--- src/rtl/regfile_pkg.sv ---
// Shared constants and types for the 16 x 16-bit register file.
package regfile_pkg;

  localparam int unsigned DATA_W   = 16;
  localparam int unsigned ADDR_W   = 4;
  localparam int unsigned NUM_REGS = 2 ** ADDR_W;

  typedef logic [DATA_W-1:0] data_t;
  typedef logic [ADDR_W-1:0] addr_t;

  localparam data_t REG_RST_VAL = '0;

endpackage

--- src/rtl/regfile_read_port.sv ---
// One combinational read port: address-indexed mux over the register array.
// With REG_BYPASS_EN defined, a pending write to the same address is forwarded.
module regfile_read_port
  import regfile_pkg::*;
(
  input  data_t [NUM_REGS-1:0] regs_i,
  input  addr_t                addr_i,
`ifdef REG_BYPASS_EN
  input  logic                 byp_en_i,
  input  addr_t                byp_addr_i,
  input  data_t                byp_data_i,
`endif
  output data_t                data_o
);

  always_comb begin
    data_o = regs_i[addr_i];
`ifdef REG_BYPASS_EN
    if (byp_en_i && (byp_addr_i == addr_i)) begin
      data_o = byp_data_i;
    end
`endif
  end

endmodule

--- src/rtl/register_file.sv ---
// 16 x 16-bit register file: two source read ports, one write port whose
// destination is steered by select, and a read port on that destination.
// Optional write-through forwarding is enabled by defining REG_BYPASS_EN.
module register_file
  import regfile_pkg::*;
(
  input  logic              clk,
  input  logic              reset,
  input  logic              regWrite,
  input  logic [ADDR_W-1:0] rs,
  input  logic [ADDR_W-1:0] rt,
  input  logic [ADDR_W-1:0] rd1,
  input  logic [ADDR_W-1:0] rd2,
  input  logic [DATA_W-1:0] writeData,
  input  logic              select,
  output logic [DATA_W-1:0] outR0,
  output logic [DATA_W-1:0] outR1,
  output logic [DATA_W-1:0] outR2
);

  data_t [NUM_REGS-1:0] regs_q, regs_d;
  addr_t                dest;

  assign dest = select ? rd1 : rd2;

  always_comb begin
    regs_d = regs_q;
    if (regWrite) begin
      regs_d[dest] = writeData;
    end
  end

  // Reset wins over a write in the same cycle.
  always_ff @(posedge clk) begin
    if (reset) begin
      regs_q <= {NUM_REGS{REG_RST_VAL}};
    end else begin
      regs_q <= regs_d;
    end
  end

`ifdef REG_BYPASS_EN
  logic byp_en;
  assign byp_en = regWrite && !reset;
`endif

  regfile_read_port u_port_rs (
    .regs_i     (regs_q),
    .addr_i     (rs),
`ifdef REG_BYPASS_EN
    .byp_en_i   (byp_en),
    .byp_addr_i (dest),
    .byp_data_i (writeData),
`endif
    .data_o     (outR0)
  );

  regfile_read_port u_port_rt (
    .regs_i     (regs_q),
    .addr_i     (rt),
`ifdef REG_BYPASS_EN
    .byp_en_i   (byp_en),
    .byp_addr_i (dest),
    .byp_data_i (writeData),
`endif
    .data_o     (outR1)
  );

  regfile_read_port u_port_dest (
    .regs_i     (regs_q),
    .addr_i     (dest),
`ifdef REG_BYPASS_EN
    .byp_en_i   (byp_en),
    .byp_addr_i (dest),
    .byp_data_i (writeData),
`endif
    .data_o     (outR2)
  );

endmodule

--- config.mk ---
export PLATFORM = sky130hd
export DESIGN_NAME = register_file
export DESIGN_NICKNAME = d
export VERILOG_FILES = /design/src/rtl/regfile_pkg.sv /design/src/rtl/regfile_read_port.sv /design/src/rtl/register_file.sv
export SDC_FILE = /design/constraint.sdc
export NUM_CORES = 1
export LEC_CHECK = 0
export BUFFER_PORTS_ARGS = -buffer_cell sky130_fd_sc_hd__buf_4
export CORE_ASPECT_RATIO = 0.75
export CORE_MARGIN = 8
export CORE_UTILIZATION = 46
export CTS_CLUSTER_DIAMETER = 50
export DETAILED_ROUTE_END_ITERATION = 12
export PLACE_DENSITY_LB_ADDON = 0.05
export SYNTH_ARGS = -nofsm -noshare
export SYNTH_HDL_FRONTEND = slang
export SYNTH_SLANG_ARGS = --single-unit
--- constraint.sdc ---
create_clock -name clk -period 2.35 [get_ports clk]
set_input_delay 0.1175 -clock clk [delete_from_list [all_inputs] [get_ports clk]]
set_output_delay 0.1175 -clock clk [all_outputs]
set_load 0.005 [all_outputs]
==> flow_results.org <==
** Synth
- Main combinational cell family by area after synthesis :: multiplexers
- Post-Synthesis Cells :: between 1000 and 1500
- Summing the sequential cell areas from Yosys gives 33.3% of the chip area.
- Synth Warn # :: 0
- Post-synthesis mux area share :: 44.5%
- The synthesized design contains 256 register bits.
- Each instance of the synthesized netlist takes up on average 11.1 sq um.
- Synth Area in Compound Gates :: 9.27%
- In this run, distinct cell masters in the synthesized netlist total 26.
- Synthesized cell area :: 15400 sq um
- Of the total synthesized cell area, the portion taken by AND, OR, NAND and NOR gates is approximately 8%.
- After Yosys synthesis, full adders, half adders and majority gates account for 0% of the synthesized area.
- Net Count, Synth :: 1425
- Summing the areas of all xor and xnor instances in the mapped netlist gives 0% of the synthesized area.

** Power and ir drop
- Post-layout total power :: 11.3 mW
- The worst-case IR drop observed on VDD is 880 uV.
- Power spread over the standard cell area amounts to 614 nW/um^2.
- The analysis attributes to cell leakage a power of slightly above 8 nW.

** STA
- Worst-case hold slack :: 0.0174 ns
- The count of final max-slew check failures was 0.
- After layout, the worst setup slack is between 0.08 and 0.09 ns.
- Relative slew margins :: between 40% and 50%
- Setup repair after global routing left no endpoint under its margin.
- Final number of setup-violating endpoints :: 0
- Slew at the pin with the worst max-slew slack :: roughly 0.78 ns
- The final critical path takes up 96.3% of the cycle.
- Min cycle time layout :: 2.26 ns
- The final hold violation count came to 0.
- Clock skew on the completed layout was measured at 0 ns.
- Static timing analysis puts the maximum clock frequency at between 400 and 500 MHz.
- Setup total negative slack on the finished layout was measured at 0 ns.

** Global routing
- Global routing used 29.1% of the available tracks.
- First-pass GRT wire length :: 85800 um
- The total overflow left after global routing is 0.
- The number of global-route vias before repair was 12286.
- Entering global routing, the biggest net connects 85 pins.
- The number of antenna violations at the first check in global routing is 2.

** Worst setup path
- For the worst setup path, the data arrival time is 2.14 ns.
- Of all nets on the critical path, the largest fanout is 20.
- By startpoint and endpoint, the worst setup path is classified as input port to output pin.
- The worst setup path is captured at an output pin.
- For the worst setup path, the data required time is about 2.2 ns.
- Kind of start point of the critical path :: input port

** Floorplan
- Area inside the core boundary :: approximately 33000 sq um
- Standard-cell rows :: a little under 60
- Measured along the y axis, the die boundary spans 174 um.
- Chip Width :: 227 um
- In this run the count of I/O pins placed on the die edge is 84.
- Starting density of the core :: 46.3%
- The floorplan step defined a die boundary enclosing between 30000 and 40000 sq um.

** Route
- Using the TritonRoute via totals, the vias-per-cell ratio works out to between 6 and 7.
- DR iter-0 viols :: 1365
- The detailed router put a total of ~26000 um of wire on met1.
- Routed length on met2 :: 25100 um
- DRT antenna net count :: 0
- The detailed router used layers up to and including met5.
- Total wire length :: 57800 um
- After detailed routing, the met3 layer carries 4620 um of wire.
- Overall via count from detail_route :: 12752
- First-pass DRT Iterations :: 5
- In the routed design, unresolved DRC markers number 0.
- Average wire length per cell after detail routing :: 29.8 um

** Place
- In this run the tool buffered the top-level ports with 83 buffer cells.
- Setup Slack @ Placement :: 0.122 ns
- Detailed placer's ending HPWL :: around 36000 um
- Gp weighted congestion :: 0.836

** Clock network
- The clock reaches the later pin of the worst-skew pair after 0.51 ns.
- Total CTS buffers :: 34
- Clock tree from TritonCTS :: yes
- The H-tree was split into 2 levels.
- Max clock buf depth :: 3
- Total clock sinks :: 256
- In this run the clock root is driven by a sky130_fd_sc_hd__clkbuf_16.
- Clock-pin slew was measured on the worst setup and hold paths at 0.06 ns.

** Flow run
- Number of max-cap violations :: 0

** Cells and area
- Largest registers :: regs_q: 256 flops
- The final layout contains 1497 nets.
- For this run, the share of the core covered by cells in the final layout is 55.3%.
- Number of flip-flops under the largest register name :: 256
- The area growth from synthesis to layout is 19.5%.
- Ratio of cells with drive above 1 in the final layout :: 28.4%
- Leaving out fill and tap cells, the most frequent cell in the layout is sky130_fd_sc_hd__mux2i_1.
- regs_q holds more flip-flops than any other register.
- Fill cell instance count of the final layout :: 2905
- In the layout the commonest cells are sky130_fd_sc_hd__mux2i_1 (321), sky130_fd_sc_hd__nor2_1 (256), sky130_fd_sc_hd__dfxtp_1 (256).

** Outcome
- Status :: finished, final reports clean

** Hold path
- Min-Delay Path Class :: input port to register
==> synthesized netlist by cell type, drive strengths merged <==
cell type	number	area, sq um
mux2i	322	3220
nor2	258	973
dfxtp	256	5120
mux4	160	3600
o21ai	132	676
clkbuf	77	290
buf	71	444
a41oi	32	280
o22ai	32	200
or4	16	120
o221ai	15	259
and3b	6	52.6
nor3b	6	77.6
and3	2	12.5
nor3	2	20.0
mux2	1	15.0
o221a	1	11.3
==> worst paths after layout <==
| check | from | to | slack (ns) | cells past startpoint |
|---|---|---|---|---|
| worst max-delay path | select | outR2[12] | 0.09 | 8 |
| worst min register to register | regs_q[246] | regs_q[246] | 0.54 | 2 |
| worst min-delay path | writeData[9] | regs_q[233] | 0.02 | 3 |
| worst max register to register | regs_q[121] | regs_q[121] | 1.64 | 2 |
==> routing by layer <==
metal  vias to the layer above  track usage (%)
li1                       5453                -
met2                       645             41.0
met5                         -                0
met4                         2             9.69
met1                      6547             43.6
met3                       105             5.84
==> final cells by class <==
type | instances | area (sq um) | area share, %
multi-input combinational | 985 | 9690 | 52.7
antenna | 1 | 2.50 | 0.0136
clock inverter | 13 | 149 | 0.810
timing repair buffer | 184 | 1810 | 9.84
clock buffer | 49 | 1040 | 5.66
tap | 450 | 563 | 3.06
sequential | 256 | 5120 | 27.9
==> worst max-delay path, cell delays in order <==
cell	delay, ns
sky130_fd_sc_hd__buf_4	0.17
sky130_fd_sc_hd__mux2i_4	0.33
sky130_fd_sc_hd__buf_12	0.24
sky130_fd_sc_hd__buf_4	0.21
sky130_fd_sc_hd__mux2i_1	0.20
sky130_fd_sc_hd__o22ai_1	0.09
sky130_fd_sc_hd__or4_1	0.56
sky130_fd_sc_hd__buf_4	0.17
==> metrics by stage <==
stage                     cell area, sq um  instances
final                                18400       1938
after global routing                 18400       1937
after CTS                            18400       1937
after detailed placement             17100       1862
after global placement               17100       1862
after floorplan                      15400       1389
==> logic make-up after synthesis <==
group / count (synthesis)
AND/OR/NAND/NOR: 290
AO/OA/AOI/OAI: 212
multiplexers: 483
flip-flops: 256
buffers and inverters: 148
==> report_power, final <==
| part | internal, mW | total, mW | switching, mW |
|---|---|---|---|
| sequential | 4.40 | 4.46 | 0.0604 |
| clock | 3.34 | 5.49 | 2.15 |
| combinational | 0.537 | 1.33 | 0.794 |
| total | 8.28 | 11.3 | 3.00 |
==> timing repair <==
action	4_1_cts	5_1_grt
setup buffers	0	0
resized for setup	0	0
endpoints found under the hold margin	152	0
hold buffers	13	0
Note: power is estimated with default switching activity, not from simulation.
